==> src/rtl/axis_packet_arbiter_pkg.sv <==
// Shared types for the router output arbiters.
// Holds the AXI-Stream master/slave payloads used on every router port and
// the arbiter state encoding shared by the per-output arbiters.
package axis_packet_arbiter_pkg;

    localparam int unsigned AXIS_DATA_WIDTH = 32;
    localparam int unsigned AXIS_ID_WIDTH   = 3;

    // Forward channel: TVALID plus payload (data, TLAST, TID).
    typedef struct packed {
        logic                       tvalid;
        logic [AXIS_DATA_WIDTH-1:0] tdata;
        logic                       tlast;
        logic [AXIS_ID_WIDTH-1:0]   tid;
    } axis_mosi_t;

    // Backward channel: TREADY only.
    typedef struct packed {
        logic tready;
    } axis_miso_t;

    typedef enum logic {
        IDLE   = 1'b0,
        LOCKED = 1'b1
    } arb_state_e;

endpackage

==> src/rtl/rr_priority_picker.sv <==
// Round-robin priority picker, purely combinational.
// Scans requests starting one past last_i and wrapping modulo N; reports
// whether any request is set and the index of the first one found.
// Ports:
//   req_i   - request vector, one bit per requester
//   last_i  - index granted most recently (lowest priority this round)
//   found_o - at least one request is set
//   idx_o   - winning index, always < N
module rr_priority_picker #(
    parameter int unsigned N = 5,
    parameter int unsigned W = $clog2(N)
) (
    input  logic [N-1:0] req_i,
    input  logic [W-1:0] last_i,
    output logic         found_o,
    output logic [W-1:0] idx_o
);

    // Offsets 1..N visit every requester once, the previous owner last.
    always_comb begin
        int unsigned cand;
        found_o = 1'b0;
        idx_o   = '0;
        cand    = 0;
        for (int unsigned off = 1; off <= N; off++) begin
            cand = 32'(last_i) + off;
            // Subtract instead of modulo: cand never exceeds 2N-1.
            if (cand >= N) begin
                cand = cand - N;
            end
            if (!found_o && req_i[W'(cand)]) begin
                found_o = 1'b1;
                idx_o   = W'(cand);
            end
        end
    end

endmodule

==> src/rtl/axis_packet_arbiter.sv <==
// Packet-granular round-robin arbiter sharing one router output channel.
// A granted requester owns the output from its first beat through TLAST;
// one IDLE cycle separates consecutive packets for arbitration.
// Ports:
//   clk_i, rst_i - clock, synchronous active-high reset
//   in_mosi_i    - requester streams
//   in_miso_o    - per-requester TREADY (only the owner sees downstream ready)
//   out_mosi_o   - shared output stream (pass-through of the owner)
//   out_miso_i   - shared output TREADY
//   grant_o      - owning requester index, valid while busy_o=1
//   busy_o       - output locked to a packet
//   pkt_cnt_o    - packets completed since reset, wraps
module axis_packet_arbiter
    import axis_packet_arbiter_pkg::*;
#(
    parameter int unsigned CHANNEL_NUMBER       = 5,
    parameter int unsigned CHANNEL_NUMBER_WIDTH = $clog2(CHANNEL_NUMBER),
    parameter int unsigned PKT_CNT_WIDTH        = 16
) (
    input  logic                            clk_i,
    input  logic                            rst_i,
    input  axis_mosi_t                      in_mosi_i [CHANNEL_NUMBER],
    output axis_miso_t                      in_miso_o [CHANNEL_NUMBER],
    output axis_mosi_t                      out_mosi_o,
    input  axis_miso_t                      out_miso_i,
    output logic [CHANNEL_NUMBER_WIDTH-1:0] grant_o,
    output logic                            busy_o,
    output logic [PKT_CNT_WIDTH-1:0]        pkt_cnt_o
);

    arb_state_e                      state_q, state_d;
    logic [CHANNEL_NUMBER_WIDTH-1:0] grant_q, grant_d;
    logic [CHANNEL_NUMBER_WIDTH-1:0] last_grant_q, last_grant_d;
    logic [PKT_CNT_WIDTH-1:0]        pkt_cnt_q, pkt_cnt_d;

    logic [CHANNEL_NUMBER-1:0]       req;
    logic                            pick_found;
    logic [CHANNEL_NUMBER_WIDTH-1:0] pick_idx;
    axis_mosi_t                      owner;

    // Request vector from the TVALID of each input.
    always_comb begin
        for (int unsigned k = 0; k < CHANNEL_NUMBER; k++) begin
            req[k] = in_mosi_i[k].tvalid;
        end
    end

    rr_priority_picker #(
        .N (CHANNEL_NUMBER),
        .W (CHANNEL_NUMBER_WIDTH)
    ) u_picker (
        .req_i   (req),
        .last_i  (last_grant_q),
        .found_o (pick_found),
        .idx_o   (pick_idx)
    );

    assign owner = in_mosi_i[grant_q];

    // Next state and steering; the picker only feeds registers, so downstream
    // TREADY never reaches the grant decision.
    always_comb begin
        state_d      = state_q;
        grant_d      = grant_q;
        last_grant_d = last_grant_q;
        pkt_cnt_d    = pkt_cnt_q;
        out_mosi_o   = '0;
        for (int unsigned k = 0; k < CHANNEL_NUMBER; k++) begin
            in_miso_o[k] = '0;
        end

        case (state_q)
            IDLE: begin
                if (pick_found) begin
                    grant_d = pick_idx;
                    state_d = LOCKED;
                end
            end
            LOCKED: begin
                out_mosi_o         = owner;
                in_miso_o[grant_q] = out_miso_i;
                if (owner.tvalid && out_miso_i.tready && owner.tlast) begin
                    state_d      = IDLE;
                    last_grant_d = grant_q;
                    pkt_cnt_d    = pkt_cnt_q + PKT_CNT_WIDTH'(1);
                end
            end
            default: state_d = IDLE;
        endcase
    end

    // State registers; last_grant resets to N-1 so input 0 wins first.
    always_ff @(posedge clk_i) begin
        if (rst_i) begin
            state_q      <= IDLE;
            grant_q      <= '0;
            last_grant_q <= CHANNEL_NUMBER_WIDTH'(CHANNEL_NUMBER - 1);
            pkt_cnt_q    <= '0;
        end else begin
            state_q      <= state_d;
            grant_q      <= grant_d;
            last_grant_q <= last_grant_d;
            pkt_cnt_q    <= pkt_cnt_d;
        end
    end

    assign grant_o   = grant_q;
    assign busy_o    = (state_q == LOCKED);
    assign pkt_cnt_o = pkt_cnt_q;

endmodule

==> config.mk <==
export PLATFORM = sky130hd
export DESIGN_NAME = axis_packet_arbiter
export DESIGN_NICKNAME = d
export VERILOG_FILES = /design/src/rtl/axis_packet_arbiter_pkg.sv /design/src/rtl/rr_priority_picker.sv /design/src/rtl/axis_packet_arbiter.sv
export SDC_FILE = /design/constraint.sdc
export NUM_CORES = 1
export LEC_CHECK = 0
export CAP_MARGIN = 20
export CORE_MARGIN = 2
export CORE_UTILIZATION = 36
export DETAILED_ROUTE_END_ITERATION = 12
export PLACE_DENSITY = 0.8
export SLEW_MARGIN = 30
export SYNTH_ARGS = -nofsm -noshare
export SYNTH_HDL_FRONTEND = slang
export SYNTH_HIERARCHICAL = 1
export SYNTH_SLANG_ARGS = --single-unit
==> constraint.sdc <==
create_clock -name clk_i -period 3.3 [get_ports clk_i]
set_input_delay 0.99 -clock clk_i [delete_from_list [all_inputs] [get_ports clk_i]]
set_output_delay 0.99 -clock clk_i [all_outputs]
set_load 0.005 [all_outputs]
### After elaboration in Yosys (flattened, before gate mapping)

Index checks and enable logic that the tools add are counted.

| word-level totals | value |
|---|---|
| flip-flop bits (word level) | 23 |
| output and inout port bits | 62 |
| input bits | 188 |
| word-level logic and storage cells | 78 |

| operators by class | value |
|---|---|
| muxes and demuxes | 35 |
| bitwise gates (word level) | 3 |
| $lt $le $gt $ge | 12 |
| add/subtract/negate cells | 11 |
| reduce and logical (&&, ||, !) cells | 13 |

Operator list:

| kind | number |
|---|---|
| $bmux 37 s3 | 1 |
| $mux 37 | 3 |
| $mux 3 | 10 |
| $ge 4x3->1 const B | 5 |
| $lt 3x4->1 const B | 5 |
| $add 16x1->16 const B | 1 |
| $bmux 1 s3 | 5 |
| $sub 3x3->3 const B | 5 |
| $mux 1 | 13 |
| $add 3x2->4 const B | 2 |
| $add 3x3->4 const B | 2 |
| $logic_and 1x1->1 | 7 |
| $and 5x5->5 | 1 |
| $mux 5 | 1 |
| $add 3x1->4 const B | 1 |
| $ge 4x4->1 const B | 1 |
| $logic_not 1->1 | 4 |
| $lt 4x1->1 const B | 1 |
| $not 3->4 | 1 |
| $reduce_and 2->1 | 2 |
| $demux 1 s3 | 1 |
| $pmux 1 s2 | 1 |
| $not 1->1 | 1 |

### Depth between registers and ports, before layout

Gate-level depths: netlist (run 1).

| logic depth | value |
|---|---|
| depth in word-level cells | 20 |
| depth in mapped cells | 15 |
| gate-level depth less buffers | 14 |

### Hierarchy

Netlist (run 1), hierarchy kept.

Modules (own cells, without submodules):

| module | area each (um^2) | instances | seq. area each (um^2) | cells each |
|---|---|---|---|---|
| axis_packet_arbiter | 2481.1 | 1 | 460.4 | 357 |
| rr_priority_picker | 992.2 | 1 | 0.0 | 136 |

### Worst setup path after synthesis (run 1)

No wires, ideal clock.

| timing | value |
|---|---|
| kind | reg-to-reg |
| start | register last_grant_q[1] |
| end | register grant_q[1] (netlist: grant_o[1]) |
| path buffers | 1 |
| data arrival time | 2.927 ns |
| required time | 3.172 ns |
| period minus slack after synthesis | 3.054 ns |
| path slack | 0.246 ns |
| cell stages (with the launch flop) | 13 |
| setup time | 0.128 ns |
| cell sequence | dfxtp_1 > inv_1 > ha_1 > clkbuf_1 > mux2_1 > a2111oi_0 > a31oi_1 > o31a_1 > nor4b_4 > nand3b_1 > nor2b_1 > mux2i_1 > nor2_1 |

| on the way | value |
|---|---|
| longest elaborated chain between the ends | 19 |
| elaborated cells between the ends (all ways) | 49 |
| those cells by class | add/sub (10); order compare (5); mux (25); reduce/logical (9) |

Ends and longest elaborated chain:

| item | line | text |
|---|---|---|
| from (decl) | axis_packet_arbiter.sv:33 | `logic [CHANNEL_NUMBER_WIDTH-1:0] last_grant_q, last_grant_d;` |
| from (signal assigned) | axis_packet_arbiter.sv:97 | `last_grant_q <= CHANNEL_NUMBER_WIDTH'(CHANNEL_NUMBER - 1);` |
| from (signal assigned) | axis_packet_arbiter.sv:102 | `last_grant_q <= last_grant_d;` |
| $add 3x1->4 | rr_priority_picker.sv:26 | `cand = 32'(last_i) + off;` |
| $ge 4x3->1 or $sub 3x3->3 (tied branches) | rr_priority_picker.sv:28, rr_priority_picker.sv:29 |  |
| $mux 3 | rr_priority_picker.sv:28 | `if (cand >= N) begin` |
| $bmux 1 s3 | rr_priority_picker.sv:31 | `if (!found_o && req_i[W'(cand)]) begin` |
| $mux 1 (implied by the code) | rr_priority_picker.sv:31 |  |
| $mux 1 | rr_priority_picker.sv:31 |  |
| $logic_not 1->1 | rr_priority_picker.sv:31 |  |
| $logic_and 1x1->1 | rr_priority_picker.sv:31 |  |
| (+4 left out) | -- |  |
| $logic_not 1->1 | rr_priority_picker.sv:31 |  |
| $logic_and 1x1->1 | rr_priority_picker.sv:31 |  |
| $mux 1 | rr_priority_picker.sv:31 |  |
| $logic_not 1->1 | rr_priority_picker.sv:31 |  |
| $logic_and 1x1->1 | rr_priority_picker.sv:31 |  |
| $mux 1 * | rr_priority_picker.sv:31 |  |
| net pick_found | axis_packet_arbiter.sv:37 | `logic pick_found;` |
| $reduce_and 2->1 (no source line) * | -- |  |
| to (signal assigned) | axis_packet_arbiter.sv:101 | `grant_q <= grant_d;` |
| to (decl) | axis_packet_arbiter.sv:32 | `logic [CHANNEL_NUMBER_WIDTH-1:0] grant_q, grant_d;` |

Mark *: on every way through the listed nets, which the timed path passes. The rest lies on a longest branch. The select of a mux whose other input is x is not followed.
A chain may end at the register's enable or synchronous reset.

### Worst setup path after layout (run 1)

| timing | value |
|---|---|
| start | input port in_mosi_i[110] in the netlist's numbering |
| end | register grant_q[1] (netlist: grant_o[1]) |

| on the way | value |
|---|---|
| elaborated cells between the ends (all ways) | 29 |
| those cells by class | mux (20); reduce/logical (9) |

RTL lines:

| item | line | text |
|---|---|---|
| from (decl) | axis_packet_arbiter.sv:22 | `input axis_mosi_t in_mosi_i [CHANNEL_NUMBER],` |
| $bmux 1 s3 | rr_priority_picker.sv:31 |  |
| $mux 1 (implied by the code) | rr_priority_picker.sv:31 |  |
| $mux 1 | rr_priority_picker.sv:31 |  |
| $logic_not 1->1 | rr_priority_picker.sv:31 |  |
| $logic_and 1x1->1 | rr_priority_picker.sv:31 |  |
| $mux 1 | rr_priority_picker.sv:31 |  |
| $logic_not 1->1 | rr_priority_picker.sv:31 |  |
| $logic_and 1x1->1 | rr_priority_picker.sv:31 |  |
| $mux 1 | rr_priority_picker.sv:31 |  |
| $logic_not 1->1 | rr_priority_picker.sv:31 |  |
| $logic_and 1x1->1 | rr_priority_picker.sv:31 |  |
| $mux 1 | rr_priority_picker.sv:31 |  |
| $logic_not 1->1 | rr_priority_picker.sv:31 |  |
| $logic_and 1x1->1 | rr_priority_picker.sv:31 |  |
| $mux 3 * | rr_priority_picker.sv:31 |  |
| net pick_idx[1] | axis_packet_arbiter.sv:38 | `logic [CHANNEL_NUMBER_WIDTH-1:0] pick_idx;` |

Marks and branches as above.

==> flow_metrics.env, run 1 <==
export IMPL_outcome="complete, no violations"
export IMPL_drtIter0Drc=254
export IMPL_vias_per_cell=5.69
export IMPL_area_growth_pct=84.8
export IMPL_finalHoldViolCount=0
export IMPL_clockBufferDepth=2
export IMPL_root_buffer="clkbuf_8"
export IMPL_fmax_mhz=306
export IMPL_period_needed_ns=3.26
export IMPL_die_area_sq_um=10500
export IMPL_wirelength_mm=17.1
export IMPL_synth_compound_area_share_pct=34.1
export IMPL_synth_edf_count=0
export IMPL_place_congestion=1.06
export IMPL_fp_dieW_um=102
export IMPL_maxSlewHeadroom_pct=53.4
export IMPL_synthAdderAreaFrac_pct=4.54
export IMPL_rows=35
export IMPL_setup_viol=0
export IMPL_syn_nets=693
export IMPL_worst_setup_path_end_kind="flip-flop"
export IMPL_rsz0062_at_grt="true"
export IMPL_async_flop_share_pct=0
export IMPL_grt_overflow_total=0
export IMPL_drv_cap=0
export IMPL_yosysMostFrequentCell="a21oi_1"
export IMPL_io_pins=250
export IMPL_m1WireLength_mm=6.57
export IMPL_grt_pass1_vias=4796
export IMPL_cts_tree="built"
export IMPL_path_clk_slew_ns=0.08
export IMPL_synthSimpleGateAreaFrac_pct=24.6
export IMPL_dpl_hpwl_mm=13.5
export IMPL_postCtsHoldBufs=0
export IMPL_critPathArrivalTime_ns=3.41
export IMPL_htree_levels=1
export IMPL_synthTopCellsByCount="a21oi_1, nor2_1, mux2i_1, a22oi_1, dfxtp_1"
export IMPL_detail_route_antenna_nets=0
export IMPL_crit_path_top_delay_cell="clkdlybuf4s50_1"
export IMPL_routed_top_layer="met4"
export IMPL_worst_slack_ns=0.0359
export IMPL_synth_top_cell_area_share_pct=13.7
export IMPL_wl_met2_mm=8.41
export IMPL_crit_fanout=6
export IMPL_ys_ff_latch=23
export IMPL_start_util_pct=37.4
export IMPL_grt_antenna_before_repair=0
export IMPL_required_ns=3.45
export IMPL_final_nets=946
export IMPL_synthXorXnorAreaFrac_pct=1.01
export IMPL_cellPowerDensity_nw_per_um2=231
export IMPL_synthFlopType="dfxtp_1"
export IMPL_vias=4971
export IMPL_synth_area_sq_um=3470
export IMPL_synthMuxAreaShare_pct=16.3
export IMPL_synth_top_family_by_area="compound AO/OA/AOI/OAI gates"
export IMPL_coreArea_sq_um=9280
export IMPL_cts_buffers=3
export IMPL_syn_inst=493
export IMPL_nFillCells=800
export IMPL_grt_use_total_pct=29.7
export IMPL_dr_wl_met3_mm=1.38
export IMPL_ys_warn_count=6
export IMPL_synth_area_top_cells="a21oi_1, dfxtp_1, mux2i_1"
export IMPL_timing_final_crit_share_pct=98.9
export IMPL_die_y_um=102
export IMPL_path_buf_inv=3
export IMPL_fin_skew_ns=0.00468
export IMPL_fin_tns_setup_ns=0
export IMPL_drtPass1Iterations=5
export IMPL_critPathMaxStageDelay_ns=0.54
export IMPL_slew_violations=0
export IMPL_io_buffer_count=249
export IMPL_crit_chain="clkdlybuf4s50_1 -> buf_4 -> nor2_1 -> a31oi_1 -> a32oi_2 -> o32ai_2 -> buf_4 -> nor4bb_4 -> o31a_1 -> o2bb2ai_1 -> a21oi_2 -> mux2i_1 -> nor2_1"
export IMPL_synth_seq_area_share_pct=13.3
export IMPL_diodes=0
export IMPL_synth_top_cell_by_area="a21oi_1"
export IMPL_p_total_uw=1480
export IMPL_drc_errors=0
export IMPL_clock_sinks=23
export IMPL_hold_class="flip-flop to flip-flop"
export IMPL_grt_start_max_net_pins=39
export IMPL_wire_per_inst_um=19.6
export IMPL_drive_gt1_share_pct=11.1
export IMPL_ys_types=68
export IMPL_grt_pass1_wl_mm=24.5
export IMPL_holdWs_ns=0.502
export IMPL_p_leak_uw=0.00256
export IMPL_ir_drop_mv=0.245
export IMPL_critPathLaunchType="input port"
export IMPL_dp_slack_ns=-0.244
export IMPL_clk_latency_ns=0.26
export IMPL_worst_pin_slew_ns=0.699
export IMPL_crit_family="compound AO/OA/AOI/OAI gates"
export IMPL_worstSetupPathType="input port to flip-flop"
export IMPL_rrSetupSlack_ns=0.20
export IMPL_syn_avg_cell_area_sq_um=7.05
==> worst paths after layout <==
path                                startpoint                    endpoint  cells past startpoint
setup / recovery                in_mosi_i[110]     grant_o[1]$_SDFFE_PP0P_                     13
hold / removal      pkt_cnt_o[14]$_SDFFE_PP0P_  pkt_cnt_o[14]$_SDFFE_PP0P_                      2
setup reg to reg  last_grant_q[1]$_SDFFE_PP0P_     grant_o[2]$_SDFFE_PP0P_                     14
hold reg to reg     pkt_cnt_o[14]$_SDFFE_PP0P_  pkt_cnt_o[14]$_SDFFE_PP0P_                      2
==> routing by layer <==
metal,track usage (%),vias up
met3,4.92,43
li1,-,2357
met1,35.4,2310
met2,52.5,261
met5,0,-
met4,13.1,0
==> area by class of cell <==
class                   instances  area (sq um)  area share (%)
clock buffers                   4          45.0           0.702
inverters                      12          45.0           0.702
multi-input cells             419          2890            45.0
flip-flops and latches         23           462            7.19
well taps                     129           161            2.52
repair buffers                287          2820            43.9
==> power breakdown <==
group	total [uW]	internal [uW]	switching, uW
logic	1000	544	460
clock network	174	86.2	88.3
registers	301	284	16.3
total	1480	914	565
==> timing repair <==
item,4_1_cts,5_1_grt
pin swaps,2,3
setup buffers,0,1
endpoints found under the hold margin,0,0
endpoints found under the setup margin,39,14
resized for setup,41,28
==> registers in the layout, indices dropped and copies added, names as in the netlist <==
name	count
busy_o	1
grant_o	3
last_grant_q	3
pkt_cnt_o	16
==> through the flow <==
stage,cells,util (%),area (sq um)
after detailed placement,869,68.0,6320
after global placement,869,68.0,6320
after floorplan,493,-,3470
final,874,69.1,6420
after CTS,873,68.4,6350
after global routing,874,69.1,6420
==> tightest hold or removal path, cell delays in order (launching register included) <==
cell and delay [ns]:
dfxtp_1 0.34, o31ai_1 0.07, a21oi_1 0.05
==> cells in the final DEF (no fill, tap or decap), types with 3 or more instances in the layout <==
cell type	count
o31ai_1	12
mux2_2	8
clkbuf_2	3
o31a_1	4
a22o_1	3
buf_12	6
nor3_1	14
a21oi_1	91
nand3_1	10
and2_1	4
or4_1	10
inv_1	9
a22oi_1	34
o21ai_1	5
nor3b_1	4
nand4_1	5
dlygate4sd2_1	32
mux2i_1	45
nand2_1	12
a21oi_2	5
clkbuf_8	3
dfxtp_1	22
o21ai_0	9
a31oi_1	3
clkdlybuf4s50_1	207
inv_2	3
nand2b_1	6
ha_1	11
nor2b_1	13
dlymetal6s2s_1	7
buf_4	32
nor2_1	58
==> cell families after synthesis <==
| logic type | after synthesis |
|---|---|
| simple gates | 159 |
| mux | 55 |
| xor+xnor | 4 |
| buf+inv | 51 |
| compound gates | 189 |
| fa+ha+maj | 12 |
| flops | 23 |
(Power assumes the default switching activity.)
==> run 2: changes to the inputs <==
--- a/config.mk
+++ b/config.mk
@@ -9,7 +9,7 @@
 export CORE_MARGIN = 2
 export CORE_UTILIZATION = 36
 export DETAILED_ROUTE_END_ITERATION = 12
-export PLACE_DENSITY = 0.8
+export PLACE_DENSITY = 0.86
 export SLEW_MARGIN = 30
 export SYNTH_ARGS = -nofsm -noshare
 export SYNTH_HDL_FRONTEND = slang
==> run 2 against run 1 <==
  * Die area is the same
  * Clock skew grew 0.0080 ns
  * Count of clock-buffer cells in the layout shrank 1
  * Fmax shrank 0.67%
  * Sequential share of layout area is essentially flat
  * Highest routed layer unchanged
==> flow_metrics.env, run 2 (synthesized netlist as in run 1, its figures left out) <==
export IMPL_fp_dieW_um=102
export IMPL_hold_class="flip-flop to flip-flop"
export IMPL_worstHoldPathCells=2
export IMPL_fmax_mhz=304
export IMPL_io_buffer_count=249
export IMPL_final_nets=949
export IMPL_grt_start_max_net_pins=38
export IMPL_critPathMaxStageDelay_ns=0.40
export IMPL_htree_levels=1
export IMPL_grt_pass1_vias=4979
export IMPL_worst_slack_ns=0.0140
export IMPL_grt_antenna_before_repair=0
export IMPL_grt_use_total_pct=30.7
export IMPL_drtPass1Iterations=4
export IMPL_crit_fanout=1
export IMPL_fin_skew_ns=0.0127
export IMPL_crit_path_top_delay_cell="clkdlybuf4s50_1"
export IMPL_drc_errors=0
export IMPL_vias_per_cell=5.73
export IMPL_crit_chain="clkdlybuf4s50_1 -> mux2i_1 -> nor2_1 -> a21oi_1 -> a21oi_1 -> dlygate4sd2_1"
export IMPL_largest_reg_flops=16
export IMPL_drtIter0Drc=197
export IMPL_clock_sinks=23
export IMPL_setup_viol=0
export IMPL_cts_buffers=3
export IMPL_cts_tree="built"
export IMPL_drive_gt1_share_pct=12.2
export IMPL_detail_route_antenna_nets=0
export IMPL_dp_slack_ns=-0.484
export IMPL_worst_pin_slew_ns=0.766
export IMPL_slew_violations=0
export IMPL_die_y_um=102
export IMPL_coreArea_sq_um=9280
export IMPL_place_congestion=0.940
export IMPL_finalHoldViolCount=0
export IMPL_grt_pass1_wl_mm=25.2
export IMPL_wirelength_mm=17.2
export IMPL_start_util_pct=37.4
export IMPL_p_int_uw=919
export IMPL_path_clk_slew_ns=0.09
export IMPL_dpl_hpwl_mm=13.5
export IMPL_critPathArrivalTime_ns=2.30
export IMPL_cellPowerDensity_nw_per_um2=233
export IMPL_root_buffer="clkbuf_8"
export IMPL_vias=5021
export IMPL_die_area_sq_um=10500
export IMPL_final_cell_mix="clkdlybuf4s50_1, a21oi_1, nor2_1"
export IMPL_comb_power_share_pct=67.9
export IMPL_p_seq_share_pct=19.8
export IMPL_worstSetupPathType="input port to output pin"
export IMPL_critPathLaunchType="input port"
export IMPL_clk_latency_ns=0.28
export IMPL_final_common_cell="clkdlybuf4s50_1"
export IMPL_ff2ff_path_depth=13
export IMPL_period_needed_ns=3.29
export IMPL_drv_cap=0
export IMPL_wire_per_inst_um=19.7
export IMPL_path_buf_inv=2
export IMPL_p_sw_uw=583
export IMPL_ir_drop_mv=0.150
export IMPL_rows=35
export IMPL_fin_tns_setup_ns=0
export IMPL_io_pins=250
export IMPL_maxSlewHeadroom_pct=48.9
export IMPL_switching_share_pct=38.8
export IMPL_rsz0062_at_grt="false"
export IMPL_crit_cells=6
export IMPL_p_clk_share_pct=12.2
export IMPL_worst_setup_path_end_kind="output pin"
export IMPL_area_growth_pct=85.6
export IMPL_crit_family="buffers and inverters"
export IMPL_timing_final_crit_share_pct=99.6
export IMPL_grt_overflow_total=0
export IMPL_clockBufferDepth=2
export IMPL_p_leak_uw=0.00258
export IMPL_outcome="complete, no violations"
export IMPL_required_ns=2.31
export IMPL_diodes=0
export IMPL_crit_path_frequent_cell="a21oi_1"
run 2: changes by cell type in the layout (fill, tap and decap cells not counted), sizes merged:
cell	delta
clkdlybuf4s15	+1
dlygate4sd2	-1
clkbuf	-2
clkinvlp	+1
buf	+4
run 2: final cells by class:
| type | count | area [sq um] |
|---|---|---|
| clock buffer | 3 | 41.3 |
| clock inverter | 1 | 7.51 |
| fill | 769 | 2840 |
| inverter | 12 | 45.0 |
| multi-input combinational | 419 | 2910 |
| sequential | 23 | 463 |
| tap | 129 | 161 |
| timing repair buffer | 290 | 2820 |
run 2: per-layer routing:
layer  track usage [%]  part of all wire, %  vias up
li1                  -                    -     2367
met1              34.1                   36     2307
met2              52.4                   49      292
met3              11.1                   11       55
met4              14.4                  4.2        0
met5                 0                    0        -
run 2: worst paths after layout:
| kind | startpoint | end | slack (ns) |
|---|---|---|---|
| worst max-delay path | in_mosi_i[50] | out_mosi_o[13] | 0.01 |
| worst min register to register | pkt_cnt_o[10]$_SDFFE_PP0P_ | pkt_cnt_o[10]$_SDFFE_PP0P_ | 0.51 |
| worst max register to register | last_grant_q[1]$_SDFFE_PP0P_ | grant_o[0]$_SDFFE_PP0P_ | 0.19 |
| worst min-delay path | pkt_cnt_o[10]$_SDFFE_PP0P_ | pkt_cnt_o[10]$_SDFFE_PP0P_ | 0.51 |
run 2: tightest hold or removal path, stage by stage, from the launching register on:
cell     delay [ns]
dfxtp_1        0.35
o31ai_1        0.07
a21oi_1        0.05
run 2: what timing repair did:
| action | CTS | global route |
|---|---|---|
| setup buffers | 1 | 0 |
| hold buffers | 0 | 0 |
| endpoints found under the setup margin | 36 | 16 |
| cloned | 0 | 0 |
| pin swaps | 8 | 5 |
| resized for setup | 50 | 27 |
run 2: metrics by stage:
| step | total power [uW] | hold WS [ns] | std cells | utilization (%) | area, sq um |
|---|---|---|---|---|---|
| detailed placement | 1320 | 0.495 | 873 | 68.1 | 6320 |
| floorplan | 750 | 0.480 | 493 | - | 3470 |
| global route | 1590 | 0.539 | 877 | 69.4 | 6450 |
| CTS | 1470 | 0.510 | 877 | 68.6 | 6370 |
| finish | 1500 | 0.508 | 877 | 69.4 | 6450 |
| global placement | 1300 | 0.475 | 873 | 68.1 | 6320 |
run 2: power groups by stage:
stage | clock, uW | combinational, uW | sequential, uW
2_1_floorplan | 0 | 453 | 297
3_3_place_gp | 0 | 999 | 303
3_5_place_dp | 0 | 1020 | 303
4_1_cts | 185 | 991 | 297
5_1_grt | 196 | 1090 | 299
6_report | 184 | 1020 | 298
==> run 3: changes to the inputs <==
==> constraint.sdc (replaced) <==
create_clock -name clk_i -period 3.3 [get_ports clk_i]
set_input_delay 0.99 -clock clk_i [delete_from_list [all_inputs] [get_ports clk_i]]
set_output_delay 0.99 -clock clk_i [all_outputs]
set_load 0.01 [all_outputs]
==> run 3 against run 2 <==
  * Non-clock buffer count rose by 4
  * Via count shrank 2.6%
  * Design area down 0.41%
  * Worst hold slack got worse by 0.0010 ns
  * Critical path depth is 1 lower
  * Cell count up 0.57%
  * Power grew 1.0%
  * Fmax is 1.1% higher
  * Largest power group unchanged
  * Sequential cell count is the same
  * Critical path type unchanged
  * Clock skew is 0.00091 ns higher
  * Largest cell class unchanged
==> flow_metrics.env, run 3 (synthesized netlist as in run 1, its figures left out) <==
export IMPL_final_nets=953
export IMPL_reg2reg_from="last_grant_q[1]$_SDFFE_PP0P_"
export IMPL_maxSlewHeadroom_pct=50.7
export IMPL_worst_pin_slew_ns=0.739
export IMPL_ir_drop_mv=0.174
export IMPL_min_to="pkt_cnt_o[14]$_SDFFE_PP0P_"
export IMPL_io_buffer_count=249
export IMPL_period_needed_ns=3.25
export IMPL_timing_rr_end="grant_o[2]$_SDFFE_PP0P_"
export IMPL_largest_reg_flops=16
export IMPL_rows=35
export IMPL_gr_usage_met2_pct=53.7
export IMPL_drc_errors=0
export IMPL_fin_tns_setup_ns=0
export IMPL_fp_dieW_um=102
export IMPL_critPathArrivalTime_ns=2.26
export IMPL_timing_final_crit_share_pct=98.5
export IMPL_rrSetupSlack_ns=0.22
export IMPL_drive_gt1_share_pct=11.7
export IMPL_hp_start="pkt_cnt_o[14]$_SDFFE_PP0P_"
export IMPL_setup_viol=0
export IMPL_grt_antenna_before_repair=1
export IMPL_required_ns=2.31
export IMPL_outcome="complete, no violations"
export IMPL_root_buffer="clkbuf_8"
export IMPL_holdWs_ns=0.507
export IMPL_fmax_mhz=308
export IMPL_grt_overflow_total=0
export IMPL_die_area_sq_um=10500
export IMPL_rsz0062_at_grt="false"
export IMPL_use_met3_pct=6.91
export IMPL_place_congestion=0.965
export IMPL_htree_levels=1
export IMPL_grt_busiest_layer="met2"
export IMPL_clockBufferDepth=2
export IMPL_die_y_um=102
export IMPL_finalHoldViolCount=0
export IMPL_p_leak_uw=0.00250
export IMPL_path_clk_slew_ns=0.09
export IMPL_fin_skew_ns=0.0136
export IMPL_worst_setup_path_end_kind="output pin"
export IMPL_cellPowerDensity_nw_per_um2=236
export IMPL_grt_pass1_vias=4830
export IMPL_use_met1_pct=35.2
export IMPL_grt_pass1_wl_mm=24.4
export IMPL_dpl_hpwl_mm=13.6
export IMPL_postCtsHoldBufs=0
export IMPL_worstSetupPathType="input port to output pin"
export IMPL_wirelength_mm=16.8
export IMPL_cts_tree="built"
export IMPL_vias=4888
export IMPL_worstHoldPathCells=2
export IMPL_hold_class="flip-flop to flip-flop"
export IMPL_drtPass1Iterations=5
export IMPL_final_common_cell="clkdlybuf4s50_1"
export IMPL_clock_sinks=23
export IMPL_coreArea_sq_um=9280
export IMPL_area_growth_pct=84.9
export IMPL_start_util_pct=37.4
export IMPL_vias_per_cell=5.54
export IMPL_detail_route_antenna_nets=0
export IMPL_crit_fanout=1
export IMPL_critPathLaunchType="input port"
export IMPL_final_cell_mix="clkdlybuf4s50_1, a21oi_1, nor2_1"
export IMPL_drtIter0Drc=237
export IMPL_ff2ff_path_depth=12
export IMPL_grt_use_total_pct=29.8
export IMPL_clk_latency_ns=0.27
export IMPL_grt_start_max_net_pins=41
export IMPL_drv_cap=0
export IMPL_wire_per_inst_um=19.0
export IMPL_io_pins=250
export IMPL_slew_violations=0
export IMPL_cts_buffers=3
[run 3: how the worst max path moves through the flow]
| stage | start | end | slack (ns) | cells past startpoint |
|---|---|---|---|---|
| after detailed placement | in_mosi_i[151] | out_mosi_o[3] | -0.60 | 6 |
| after CTS | in_mosi_i[35] | out_mosi_o[35] | 0.01 | 7 |
| final | in_mosi_i[142] | out_mosi_o[31] | 0.05 | 5 |
| after global routing | in_mosi_i[3] | out_mosi_o[3] | 0.001 | 5 |
| after floorplan | last_grant_q[1]$_SDFFE_PP0P_ | grant_o[1]$_SDFFE_PP0P_ | 0.24 | 12 |
| after global placement | in_mosi_i[151] | out_mosi_o[3] | -0.56 | 6 |
[run 3: timing repair]
| action | 4_1_cts | 5_1_grt |
|---|---|---|
| setup buffers | 1 | 2 |
| pin swaps | 2 | 2 |
| gates resized for setup | 54 | 15 |
| setup endpoints to repair | 42 | 9 |
[run 3: metal layers]
layer	share of wire [%]	vias up
li1	-	2372
met1	38	2229
met2	50	249
met3	9.2	38
met4	3.1	0
met5	0	-
[run 3: final cells by class]
| cell class | count | area, sq um |
|---|---|---|
| diodes | 1 | 2.50 |
| clock buffers | 3 | 41.3 |
| clock inverters | 1 | 7.51 |
| fillers | 824 | 2860 |
| inverters | 12 | 45.0 |
| multi-input cells | 419 | 2880 |
| flip-flops and latches | 23 | 463 |
| well taps | 129 | 161 |
| repair buffers | 294 | 2820 |
[run 3: metrics by stage]
step / util [%] / worst slack (ns) / total power [uW] / instance area, sq um / instances
after detailed placement: 68.2 / -0.603 / 1350 / 6330 / 874
after CTS: 68.6 / 0.0141 / 1500 / 6370 / 879
after global routing: 69.2 / 0.00132 / 1610 / 6420 / 882
final: 69.2 / 0.0503 / 1520 / 6420 / 882
after global placement: 68.2 / -0.562 / 1340 / 6330 / 874
after floorplan: - / 0.242 / 780 / 3470 / 493
[run 3: where the power goes]
group	leakage, uW	switching, uW	internal [uW]
registers	0.000187	18.2	284
logic	0.00229	482	550
clock network	0.0000217	96.1	85.5
[run 3: critical path: stages]
cell and delay (ns):
clkdlybuf4s50_1 0.41, a22oi_1 0.30, buf_4 0.17, a21oi_1 0.06, dlygate4sd2_1 0.33
